### config.mk
export PLATFORM = sky130hd
export DESIGN_NAME = uart_rx8_flat
export DESIGN_NICKNAME = d
export VERILOG_FILES = /design/src/rtl/uart_pkg.sv /design/src/rtl/uart_rx8_if.sv /design/src/rtl/uart_rx_byte.sv /design/src/rtl/uart_rx8.sv /design/src/flat_wrapper.sv
export SDC_FILE = /design/constraint.sdc
export NUM_CORES = 1
export LEC_CHECK = 0
export ABC_AREA = 1
export CAP_MARGIN = 10
export CORE_ASPECT_RATIO = 1.4
export CORE_UTILIZATION = 30
export DETAILED_ROUTE_END_ITERATION = 8
export SYNTH_ARGS = -nofsm -noshare
export SYNTH_HDL_FRONTEND = slang
export SYNTH_SLANG_ARGS = --single-unit
### constraint.sdc
create_clock -name clk -period 6.5 [get_ports clk]
set_clock_uncertainty 0.15 [all_clocks]
set_input_delay 0.975 -clock clk [delete_from_list [all_inputs] [get_ports clk]]
set_output_delay 0.975 -clock clk [all_outputs]
set_load 0.005 [all_outputs]
### src/rtl/uart_pkg.sv
// Shared UART definitions for the receive (uart_rx8) and transmit (tx8) sides.
//   uart_state_t : receiver FSM states
//   baud_cnt()   : clock cycles per bit for a CLKFREQ/BAUD pair
//   FRAME_BYTES  : bytes per reassembled frame
package uart_pkg;

    typedef enum logic [2:0] {
        IDLE  = 3'd0,
        START = 3'd1,
        DATA  = 3'd2,
        STOP  = 3'd3,
        BREAK = 3'd4
    } uart_state_t;

    localparam int FRAME_BYTES = 8;

    function automatic int baud_cnt(input int clkfreq, input int baud);
        return clkfreq / baud;
    endfunction

endpackage

### src/rtl/uart_rx8_if.sv
// Frame/byte output bundle of uart_rx8.
//   d0..d7      : last complete frame, d0 = first byte after alignment
//   frame_valid : one-cycle pulse when d0..d7 update
//   byte_data   : last accepted byte
//   byte_valid  : one-cycle pulse per accepted byte
//   frame_err   : one-cycle pulse on a bad stop bit
// master = receiver side, slave = consumer side.
interface uart_rx8_if;
    logic [7:0] d0, d1, d2, d3, d4, d5, d6, d7;
    logic       frame_valid;
    logic [7:0] byte_data;
    logic       byte_valid;
    logic       frame_err;

    modport master (
        output d0, d1, d2, d3, d4, d5, d6, d7,
        output frame_valid, byte_data, byte_valid, frame_err
    );

    modport slave (
        input d0, d1, d2, d3, d4, d5, d6, d7,
        input frame_valid, byte_data, byte_valid, frame_err
    );
endinterface

### src/rtl/uart_rx_byte.sv
// 8N1 byte receiver: 2-FF synchroniser, falling-edge start detect, baud
// timer, LSB-first shift register and idle-line timer.
//   clk, rst      : system clock, async active-high reset
//   rx            : raw serial line (idle high)
//   byte_data     : last accepted byte (registered)
//   byte_valid    : one-cycle pulse per accepted byte (registered)
//   frame_err     : one-cycle pulse on a bad stop bit (registered)
//   byte_done     : stop bit sampled good this cycle (byte_valid follows next cycle)
//   byte_next     : shift register contents, valid with byte_done
//   idle_timeout  : line has been idle for IDLE_BITS bit periods
//
// state | meaning
// IDLE  | line idle, waiting for a falling edge, idle timer running
// START | timing to mid start bit to confirm it
// DATA  | sampling 8 data bits at mid-bit
// STOP  | timing to mid stop bit
// BREAK | bad stop bit seen, waiting for the line to return high
module uart_rx_byte
    import uart_pkg::*;
#(
    parameter int CLKFREQ   = 50_000_000,
    parameter int BAUD      = 115_200,
    parameter int IDLE_BITS = 12
) (
    input  logic       clk,
    input  logic       rst,
    input  logic       rx,
    output logic [7:0] byte_data,
    output logic       byte_valid,
    output logic       frame_err,
    output logic       byte_done,
    output logic [7:0] byte_next,
    output logic       idle_timeout
);
    localparam int BAUD_CNT   = baud_cnt(CLKFREQ, BAUD);
    localparam int HALF_CNT   = BAUD_CNT / 2;
    localparam int IDLE_LIMIT = IDLE_BITS * BAUD_CNT;
    localparam int CNT_W      = (BAUD_CNT > 2) ? $clog2(BAUD_CNT) : 1;
    localparam int IDLE_W     = $clog2(IDLE_LIMIT + 1);

    // Baud timer is a down-counter; the sample happens at terminal count 0.
    // Loading HALF on START entry puts the start sample HALF cycles later;
    // reloading BAUD_CNT-1 at each sample spaces the rest one bit apart.
    localparam logic [CNT_W-1:0]  HALF_LD  = CNT_W'(HALF_CNT);
    localparam logic [CNT_W-1:0]  BIT_LD   = CNT_W'(BAUD_CNT - 1);
    localparam logic [IDLE_W-1:0] IDLE_MAX = IDLE_W'(IDLE_LIMIT);

    uart_state_t       state;
    logic              sync1;
    logic              rx_s;
    logic              rx_d;
    logic [CNT_W-1:0]  cnt;
    logic [2:0]        bit_idx;
    logic [7:0]        shift;
    logic [IDLE_W-1:0] idle_cnt;
    logic              fall;

    assign fall         = rx_d & ~rx_s;
    assign byte_done    = (state == STOP) && (cnt == '0) && rx_s;
    assign byte_next    = shift;
    assign idle_timeout = (state == IDLE) && (idle_cnt == IDLE_MAX);

    always_ff @(posedge clk or posedge rst) begin
        if (rst) begin
            state      <= IDLE;
            sync1      <= 1'b1;
            rx_s       <= 1'b1;
            rx_d       <= 1'b1;
            cnt        <= '0;
            bit_idx    <= '0;
            shift      <= '0;
            idle_cnt   <= '0;
            byte_data  <= '0;
            byte_valid <= 1'b0;
            frame_err  <= 1'b0;
        end else begin
            sync1      <= rx;
            rx_s       <= sync1;
            rx_d       <= rx_s;
            byte_valid <= 1'b0;
            frame_err  <= 1'b0;

            case (state)
                IDLE: begin
                    if (fall) begin
                        state    <= START;
                        cnt      <= HALF_LD;
                        idle_cnt <= '0;
                    end else if (rx_s && (idle_cnt != IDLE_MAX)) begin
                        idle_cnt <= idle_cnt + IDLE_W'(1);
                    end
                end

                START: begin
                    if (cnt == '0) begin
                        if (!rx_s) begin
                            state   <= DATA;
                            cnt     <= BIT_LD;
                            bit_idx <= '0;
                        end else begin
                            // Line back high at mid start bit: a glitch.
                            state <= IDLE;
                        end
                    end else begin
                        cnt <= cnt - CNT_W'(1);
                    end
                end

                DATA: begin
                    if (cnt == '0) begin
                        shift <= {rx_s, shift[7:1]};
                        cnt   <= BIT_LD;
                        if (bit_idx == 3'd7) begin
                            state <= STOP;
                        end else begin
                            bit_idx <= bit_idx + 3'd1;
                        end
                    end else begin
                        cnt <= cnt - CNT_W'(1);
                    end
                end

                STOP: begin
                    if (cnt == '0) begin
                        // Returning to IDLE at mid stop bit leaves half a bit
                        // to catch a start bit that follows immediately.
                        if (rx_s) begin
                            byte_data  <= shift;
                            byte_valid <= 1'b1;
                            state      <= IDLE;
                        end else begin
                            frame_err <= 1'b1;
                            state     <= BREAK;
                        end
                    end else begin
                        cnt <= cnt - CNT_W'(1);
                    end
                end

                BREAK: begin
                    if (rx_s) begin
                        state <= IDLE;
                    end
                end

                default: begin
                    state <= IDLE;
                end
            endcase
        end
    end

endmodule

### src/rtl/uart_rx8.sv
// Eight-byte frame receiver. Bytes from uart_rx_byte are collected into a
// shadow array; the eighth byte loads d0..d7 all at once with frame_valid.
// A bad stop bit or an idle line of IDLE_BITS bit periods realigns the frame
// so the next byte lands in d0.
//   clk, rst : system clock, async active-high reset
//   UART_rx  : serial line, 8N1, LSB first, idle high
//   bus      : frame/byte outputs (uart_rx8_if.master)
module uart_rx8
    import uart_pkg::*;
#(
    parameter int CLKFREQ   = 50_000_000,
    parameter int BAUD      = 115_200,
    parameter int IDLE_BITS = 12
) (
    input  logic       clk,
    input  logic       rst,
    input  logic       UART_rx,
    uart_rx8_if.master bus
);
    logic [7:0] byte_data;
    logic       byte_valid;
    logic       frame_err;
    logic       byte_done;
    logic [7:0] byte_next;
    logic       idle_timeout;

    logic [2:0] idx;
    logic [7:0] shadow [0:FRAME_BYTES-2];

    uart_rx_byte #(
        .CLKFREQ   (CLKFREQ),
        .BAUD      (BAUD),
        .IDLE_BITS (IDLE_BITS)
    ) u_byte (
        .clk          (clk),
        .rst          (rst),
        .rx           (UART_rx),
        .byte_data    (byte_data),
        .byte_valid   (byte_valid),
        .frame_err    (frame_err),
        .byte_done    (byte_done),
        .byte_next    (byte_next),
        .idle_timeout (idle_timeout)
    );

    assign bus.byte_data  = byte_data;
    assign bus.byte_valid = byte_valid;
    assign bus.frame_err  = frame_err;

    // Keyed off byte_done (the stop-sample cycle) so frame_valid and d0..d7
    // register on the same edge as the eighth byte_valid.
    always_ff @(posedge clk or posedge rst) begin
        if (rst) begin
            idx             <= '0;
            bus.frame_valid <= 1'b0;
            bus.d0          <= '0;
            bus.d1          <= '0;
            bus.d2          <= '0;
            bus.d3          <= '0;
            bus.d4          <= '0;
            bus.d5          <= '0;
            bus.d6          <= '0;
            bus.d7          <= '0;
            for (int i = 0; i < FRAME_BYTES - 1; i++) begin
                shadow[i] <= '0;
            end
        end else begin
            bus.frame_valid <= 1'b0;
            if (byte_done) begin
                if (idx == 3'(FRAME_BYTES - 1)) begin
                    bus.d0          <= shadow[0];
                    bus.d1          <= shadow[1];
                    bus.d2          <= shadow[2];
                    bus.d3          <= shadow[3];
                    bus.d4          <= shadow[4];
                    bus.d5          <= shadow[5];
                    bus.d6          <= shadow[6];
                    bus.d7          <= byte_next;
                    bus.frame_valid <= 1'b1;
                    idx             <= '0;
                end else begin
                    shadow[idx] <= byte_next;
                    idx         <= idx + 3'd1;
                end
            end else if (frame_err || idle_timeout) begin
                // Partial frame is dropped simply by restarting at index 0.
                idx <= '0;
            end
        end
    end

endmodule

### src/flat_wrapper.sv
// flat-port wrapper written by rule: the top's interface ports become plain ports
module uart_rx8_flat import uart_pkg::*;
#(
    parameter int CLKFREQ   = 50_000_000,
    parameter int BAUD      = 115_200,
    parameter int IDLE_BITS = 12
)
  (clk, rst, UART_rx, bus_d0, bus_d1, bus_d2, bus_d3, bus_d4, bus_d5, bus_d6, bus_d7, bus_frame_valid, bus_byte_data, bus_byte_valid, bus_frame_err);
  uart_rx8_if bus_i ();
  input  logic clk;
  input  logic rst;
  input  logic UART_rx;
  output wire logic [$bits(bus_i.d0)-1:0] bus_d0;
  output wire logic [$bits(bus_i.d1)-1:0] bus_d1;
  output wire logic [$bits(bus_i.d2)-1:0] bus_d2;
  output wire logic [$bits(bus_i.d3)-1:0] bus_d3;
  output wire logic [$bits(bus_i.d4)-1:0] bus_d4;
  output wire logic [$bits(bus_i.d5)-1:0] bus_d5;
  output wire logic [$bits(bus_i.d6)-1:0] bus_d6;
  output wire logic [$bits(bus_i.d7)-1:0] bus_d7;
  output wire logic [$bits(bus_i.frame_valid)-1:0] bus_frame_valid;
  output wire logic [$bits(bus_i.byte_data)-1:0] bus_byte_data;
  output wire logic [$bits(bus_i.byte_valid)-1:0] bus_byte_valid;
  output wire logic [$bits(bus_i.frame_err)-1:0] bus_frame_err;
  assign bus_d0 = bus_i.d0;
  assign bus_d1 = bus_i.d1;
  assign bus_d2 = bus_i.d2;
  assign bus_d3 = bus_i.d3;
  assign bus_d4 = bus_i.d4;
  assign bus_d5 = bus_i.d5;
  assign bus_d6 = bus_i.d6;
  assign bus_d7 = bus_i.d7;
  assign bus_frame_valid = bus_i.frame_valid;
  assign bus_byte_data = bus_i.byte_data;
  assign bus_byte_valid = bus_i.byte_valid;
  assign bus_frame_err = bus_i.frame_err;
  uart_rx8 #(.CLKFREQ(CLKFREQ), .BAUD(BAUD), .IDLE_BITS(IDLE_BITS)) u_core (.clk(clk), .rst(rst), .UART_rx(UART_rx), .bus(bus_i));
endmodule
[After elaboration in Yosys (flattened, before gate mapping)]
Index checks and enable logic that the tools add are counted.
Operators by class
  add/subtract/negate cells: 4
  multipliers: 0
  div/mod/pow operators: 0
  order comparisons: 2
  equality and inequality tests: 18
  shift-type cells: 0
  muxes and demuxes: 36
  bitwise operators: 4
  reductions and logical operators: 20
Operators with widths (number)
  bitwise mux 56 bit: 1
  two-way mux 9 bit: 5
  two-way mux 3 bit: 14
  one-hot mux 9 bit (4 select lines): 1
  two-way mux 13 bit: 2
  demux 8 bit (select 3 bit): 1
  inequality test 2 bit, second input constant: 8
  one-hot mux 3 bit (5 select lines): 1
  adder 13 x 1 -> 13 bit, second input constant: 1
  == test 13 bit, second input constant: 1
  inequality test 13 bit, second input constant: 1
  == test 3 bit, second input constant: 3
  zero test 9 bit: 1
  subtractor 9 x 1 -> 9 bit, second input constant: 1
  two-way mux 1 bit: 8
  two-way mux 8 bit: 1
  AND reduction 2 bit: 4
  adder 3 x 1 -> 3 bit, second input constant: 2
  == test 3 x 2 -> 1 bit, second input constant: 2
  one-hot mux 3 bit (2 select lines): 1
  AND reduction 6 bit: 1
  nonzero test 2 bit: 3
  logical AND 1 bit: 5
  AND reduction 5 bit: 1
  14 further kinds: 15
Storage, ports and cells
  register bits: 173
  bits in latches: 0
  bits in writable memories: 0
  memory bits (read-only): 0
  bits of input ports: 3
  output and inout bits: 75
  logic and storage cells: 112
  memories kept: 0

[Logic depth before layout (Yosys ltp)]
  depth after elaboration: 6
  mapped depth: 12
  mapped depth without buffers: 11

[Hierarchy]
From an unflattened synthesis, not the netlist that was laid out.
Second synthesis, totals
  cell total of the unflattened synthesis: 897
  area total of the unflattened synthesis: 7628.6 sq um
Modules (own cells, without submodules)
  uart_rx8: times used 1, cells each 549, area each 4813.4 sq um
  uart_rx_byte: times used 1, cells each 348, area each 2815.2 sq um

[Least setup slack after synthesis]
OpenSTA, ideal clock, no wires.
  path type: register to register
  from: register u_core.u_byte.cnt[0]
  to: register u_core.bus.d4[1]
  library setup time: 0.066 ns
  arrival: 1.645 ns
  data required time: 6.284 ns
  slack: 4.639 ns
  cell stages (with the launch flop): 13
  path buffers: 2
  cell sequence: dfrtp_1 -> inv_1 -> ha_1 -> nand2_1 -> nor2_1 -> nand3_4 -> nor2_8 -> nand2_4 -> clkinv_2 -> buf_6 -> buf_8 -> nand2_2 -> nand2_1
On the way
  longest elaborated chain between the ends: 4
RTL lines
  start: declaration: RTL line uart_rx_byte.sv:52  | logic [CNT_W-1:0] cnt;
  start signal: assignment: RTL line uart_rx_byte.sv:105  | cnt <= cnt - CNT_W'(1);
  start signal: assignment: RTL line uart_rx_byte.sv:119  | cnt <= cnt - CNT_W'(1);
  start signal: assignment: RTL line uart_rx_byte.sv:136  | cnt <= cnt - CNT_W'(1);
  zero test 9 bit: RTL line uart_rx_byte.sv:59  | assign byte_done = (state == STOP) && (cnt == '0) && rx_s;
  logical AND 1 bit (2 in a row): RTL line uart_rx_byte.sv:59
  AND reduction 2 bit (no source line)
  end signal: assignment: RTL line uart_rx8.sv:75  | bus.d4 <= shadow[4];
  end: declaration: RTL line uart_rx8_if.sv:16  | output d0, d1, d2, d3, d4, d5, d6, d7,
No other way between the ends.
A chain may end at the register's enable or synchronous reset.

[Worst setup path in the final report]
  from: register u_core.idx[0]
  to: register u_core.bus.d2[1]
On the way
  longest elaborated chain between the ends: 2
RTL lines
  start: declaration: RTL line uart_rx8.sv:27  | logic [2:0] idx;
  start signal: assignment: RTL line uart_rx8.sv:83  | idx <= idx + 3'd1;
  == test 3 bit: RTL line uart_rx8.sv:70  | if (idx == 3'(FRAME_BYTES - 1)) begin
  AND reduction 2 bit (no source line)
  end signal: assignment: RTL line uart_rx8.sv:73  | bus.d2 <= shadow[2];
  end: declaration: RTL line uart_rx8_if.sv:16
No other way between the ends.

==> impl_metrics.tcl <==
set metrics [dict create \
    arrival_ns 3.26 \
    min_period_over_period_pct 47.9 \
    clkTransAtPathRegs_ns 0.06 \
    final_max_slew_viol_count 0 \
    pwr-share-clk_pct 42.1 \
    place_worst_setup_slack_ns 3.28 \
    multi_input_area_sq_um 2800 \
    core_area_sq_um 24600 \
    cp_num_buf_inv 1 \
    synth_area_leaders "dfrtp_1 (57%), nand2_1 (20%), nand3_1 (5.6%)" \
    power.density_nw_per_um2 286 \
    place_area_sq_um 8530 \
    yosys.area.top_type "dfrtp_1" \
    peakVddDrop_uv 209 \
    synth_seq_cells 173 \
    wirelength_microns 17100 \
    cp.required_ns 6.65 \
    grt-ovfl-total 0 \
    num_rows 68 \
    critPathCaptureType "register" \
    syn_area_sq_um 7510 \
    ys_warn_count 0 \
    power.switching_uw 693 \
    outcome "finished clean" \
    hold_viol_final 0 \
    syn_inst 891 \
    p_int_mw 1.93 \
    vias 5810 \
    fin_hold_ws_ns 0.208 \
    antenna_found_initial 0 \
    port_buffers 77 \
    rsz0062_at_grt "false" \
    cts_hold_buffers 0 \
    tightest_slew_ns 0.851 \
    worstSetupStartpointType "register" \
    cpPeakStageDelay_ns 0.88 \
    layout_min_cycle_time_ns 3.11 \
    first_global_vias 5605 \
    synth_top_area_share_pct 56.6 \
    ctsRootBufferMaster "clkbuf_16" \
    cts_setup_buffers 0 \
    crit_type "register to register" \
    remaining_drc_errors 0 \
    clock.fmax_mhz 321 \
    min_path_type "register to register" \
    dieArea_sq_um 25700 \
    dr.pass1.iters 5 \
    grtUsageTotal_pct 14.2 \
    clockBufferDepth 2 \
    drtIter0Drc 417 \
    synth_fp_nets 902 \
    total_leakage_power_nw 4.66 \
    fillers 2452 \
    die_y_microns 189 \
    fin_tns_setup_ns 0 \
    ys.flop_type "dfrtp_1" \
    design_area_sq_um 9170 \
    seq_area_sq_um 4330 \
    critPathMaxFanout 73 \
    synth_enable_flop_cells 0 \
    dp_hpwl_microns 11600 \
    synth.avg_cell_area_sq_um 8.43 \
    drive_gt1_share_pct 6.60 \
    ant_nets 0 \
    initial_core_util_pct 30.5 \
    worst_slack_ns 3.39 \
    async_flop_share_pct 100 \
    nNetsFinal 970 \
    n_antenna_cell 0 \
    synth.most_common_cell "nand2_1" \
    crit_chain "ha_1 -> ha_1 -> nand2_4 -> clkinv_2 -> nand2_1 -> nand2_1" \
    ys_top_cells_by_count "nand2_1 (402), dfrtp_1 (170), nand3_1 (84), o21ai_0 (48), inv_1 (45)" \
    max-cap-violations 0 \
    power_frac_comb_pct 13.1 \
    fp.dieW_microns 136 \
    cts.htree.levels 4 \
    grt_max_degree 78 \
    wl_per_cell_microns 13.3 \
    synth.distinct_cells 30 \
    pwr-share-seq_pct 44.8 \
    place_congestion 0.844 \
    finalSetupViolCount 0 \
    area_growth_pct 22.1 \
    cp_slowest_cell "clkinv_2" \
    ios 78 \
    ys_seq_area_share_pct 57.7 \
    grt_pass1_wl_microns 28400 \
    netSwitchingFraction_pct 26.4 \
    clock_sinks 173 \
    cts_resized 0 \
    critPathTopFamily "simple AND/OR/NAND/NOR gates" \
    cts_buffers 17 \
    cts_tree "yes" \
    vias_per_cell 4.52 \
    relSlewSlack_pct 43.2 \
    clk_latency_ns 0.43 \
]
==> cells in the final DEF, fill, tap and decap left out, types with 2 or more instances in the layout <==
cell             Yosys  layout
nand4_1              4       4
clkdlybuf4s50_1      0      77
inv_2                4       4
clkbuf_16            0      17
nor3_1               5       5
nand2_1            402     402
nor2_1              42      42
clkbuf_1            10       3
nand3_1             84      84
xnor2_1              2       2
a21oi_1              3       3
dfstp_2              3       3
nor2_4               2       2
ha_1                 8       8
nand2_2             15      15
bufinv_16            0       5
nor2_2               4       4
clkbuf_8             0       3
clkinv_2             1       3
inv_1               45      44
xor2_1               9       9
o21ai_0             48      48
buf_4                0       4
o21ai_1              2       2
dfrtp_1            170     170
==> registers in the layout (all words and copies together), names as in the netlist, 3 cells and up <==
signal                   cells
u_core.u_byte.bit_idx        3
u_core.bus.d0                8
u_core.bus.d4                8
u_core.u_byte.byte_next      8
u_core.u_byte.idle_cnt      13
u_core.bus.d7                8
u_core.u_byte.cnt            9
u_core.bus.d5                8
u_core.bus.d6                8
u_core.bus.d1                8
u_core.bus.d3                8
u_core.u_byte.state          3
u_core.u_byte.byte_data      8
u_core.bus.d2                8
u_core.shadow               56
u_core.idx                   3
==> stage by stage <==
| step | instances | power (mW) | util, % |
|---|---|---|---|
| after floorplan | 891 | 1.46 | - |
| after global placement | 1255 | 1.53 | 34.7 |
| after detailed placement | 1255 | 1.54 | 34.7 |
| after CTS | 1285 | 2.65 | 37.3 |
| after global routing | 1285 | 2.76 | 37.3 |
| final | 1285 | 2.63 | 37.3 |
==> cell families after synthesis <==
group | synth area share, %
XOR/XNOR | 1.28
adder cells (fa/ha/maj) | 1.33
AND/OR/NAND/NOR | 31.0
flip-flops | 57.7
AO/OA/AOI/OAI | 3.73
buffers and inverters | 4.96
==> area by class of cell <==
type / instances / share of cell area (%)
well taps: 315 / 4.30
inverters: 51 / 2.16
flip-flops and latches: 173 / 47.3
clock buffers: 23 / 5.21
repair buffers: 81 / 8.73
multi-input cells: 635 / 30.6
clock inverters: 7 / 1.75
==> routing by layer <==
metal | up-vias | part of all wire, % | wire [microns] | global-route usage, %
li1 | 2931 | - | - | -
met1 | 2762 | 42 | 7170 | 16.8
met2 | 92 | 53 | 8970 | 24.7
met3 | 25 | 3.3 | 557 | 2.57
met4 | 0 | 2.2 | 384 | 6.35
met5 | - | 0 | 0 | 0
==> worst register-to-register path: stages, from the launching register on <==
cell and delay, ns:
dfrtp_1 0.44, ha_1 0.23, ha_1 0.27, nand2_4 0.60, clkinv_2 0.89, nand2_1 0.34
nand2_1 0.08
==> path summary, 6_finish.rpt <==
check                                               from                       endpoint  slack, ns  cells past startpoint
min in group asynchronous                            rst  u_core.shadow[43]$_DFFE_PP0P_       0.90                      2
min                        u_core.u_byte.sync1$_DFF_PP1_   u_core.u_byte.rx_s$_DFF_PP1_       0.21                      0
max in group asynchronous                            rst  u_core.shadow[10]$_DFFE_PP0P_       4.11                      3
max                            u_core.idx[0]$_DFFE_PP0P_   u_core.bus.d2[1]$_DFFE_PP0P_       3.39                      6
max reg2reg                    u_core.idx[0]$_DFFE_PP0P_   u_core.bus.d2[1]$_DFFE_PP0P_       3.39                      6
min reg2reg                u_core.u_byte.sync1$_DFF_PP1_   u_core.u_byte.rx_s$_DFF_PP1_       0.21                      0
==> power by group through the flow <==
| stage | clock network (mW) | registers (mW) | logic (mW) |
|---|---|---|---|
| floorplan | 0 | 1.18 | 0.275 |
| global placement | 0 | 1.19 | 0.339 |
| detailed placement | 0 | 1.19 | 0.346 |
| CTS | 1.13 | 1.17 | 0.347 |
| global route | 1.17 | 1.18 | 0.405 |
| finish | 1.11 | 1.17 | 0.344 |
Note: power is estimated with default switching activity, not from simulation.
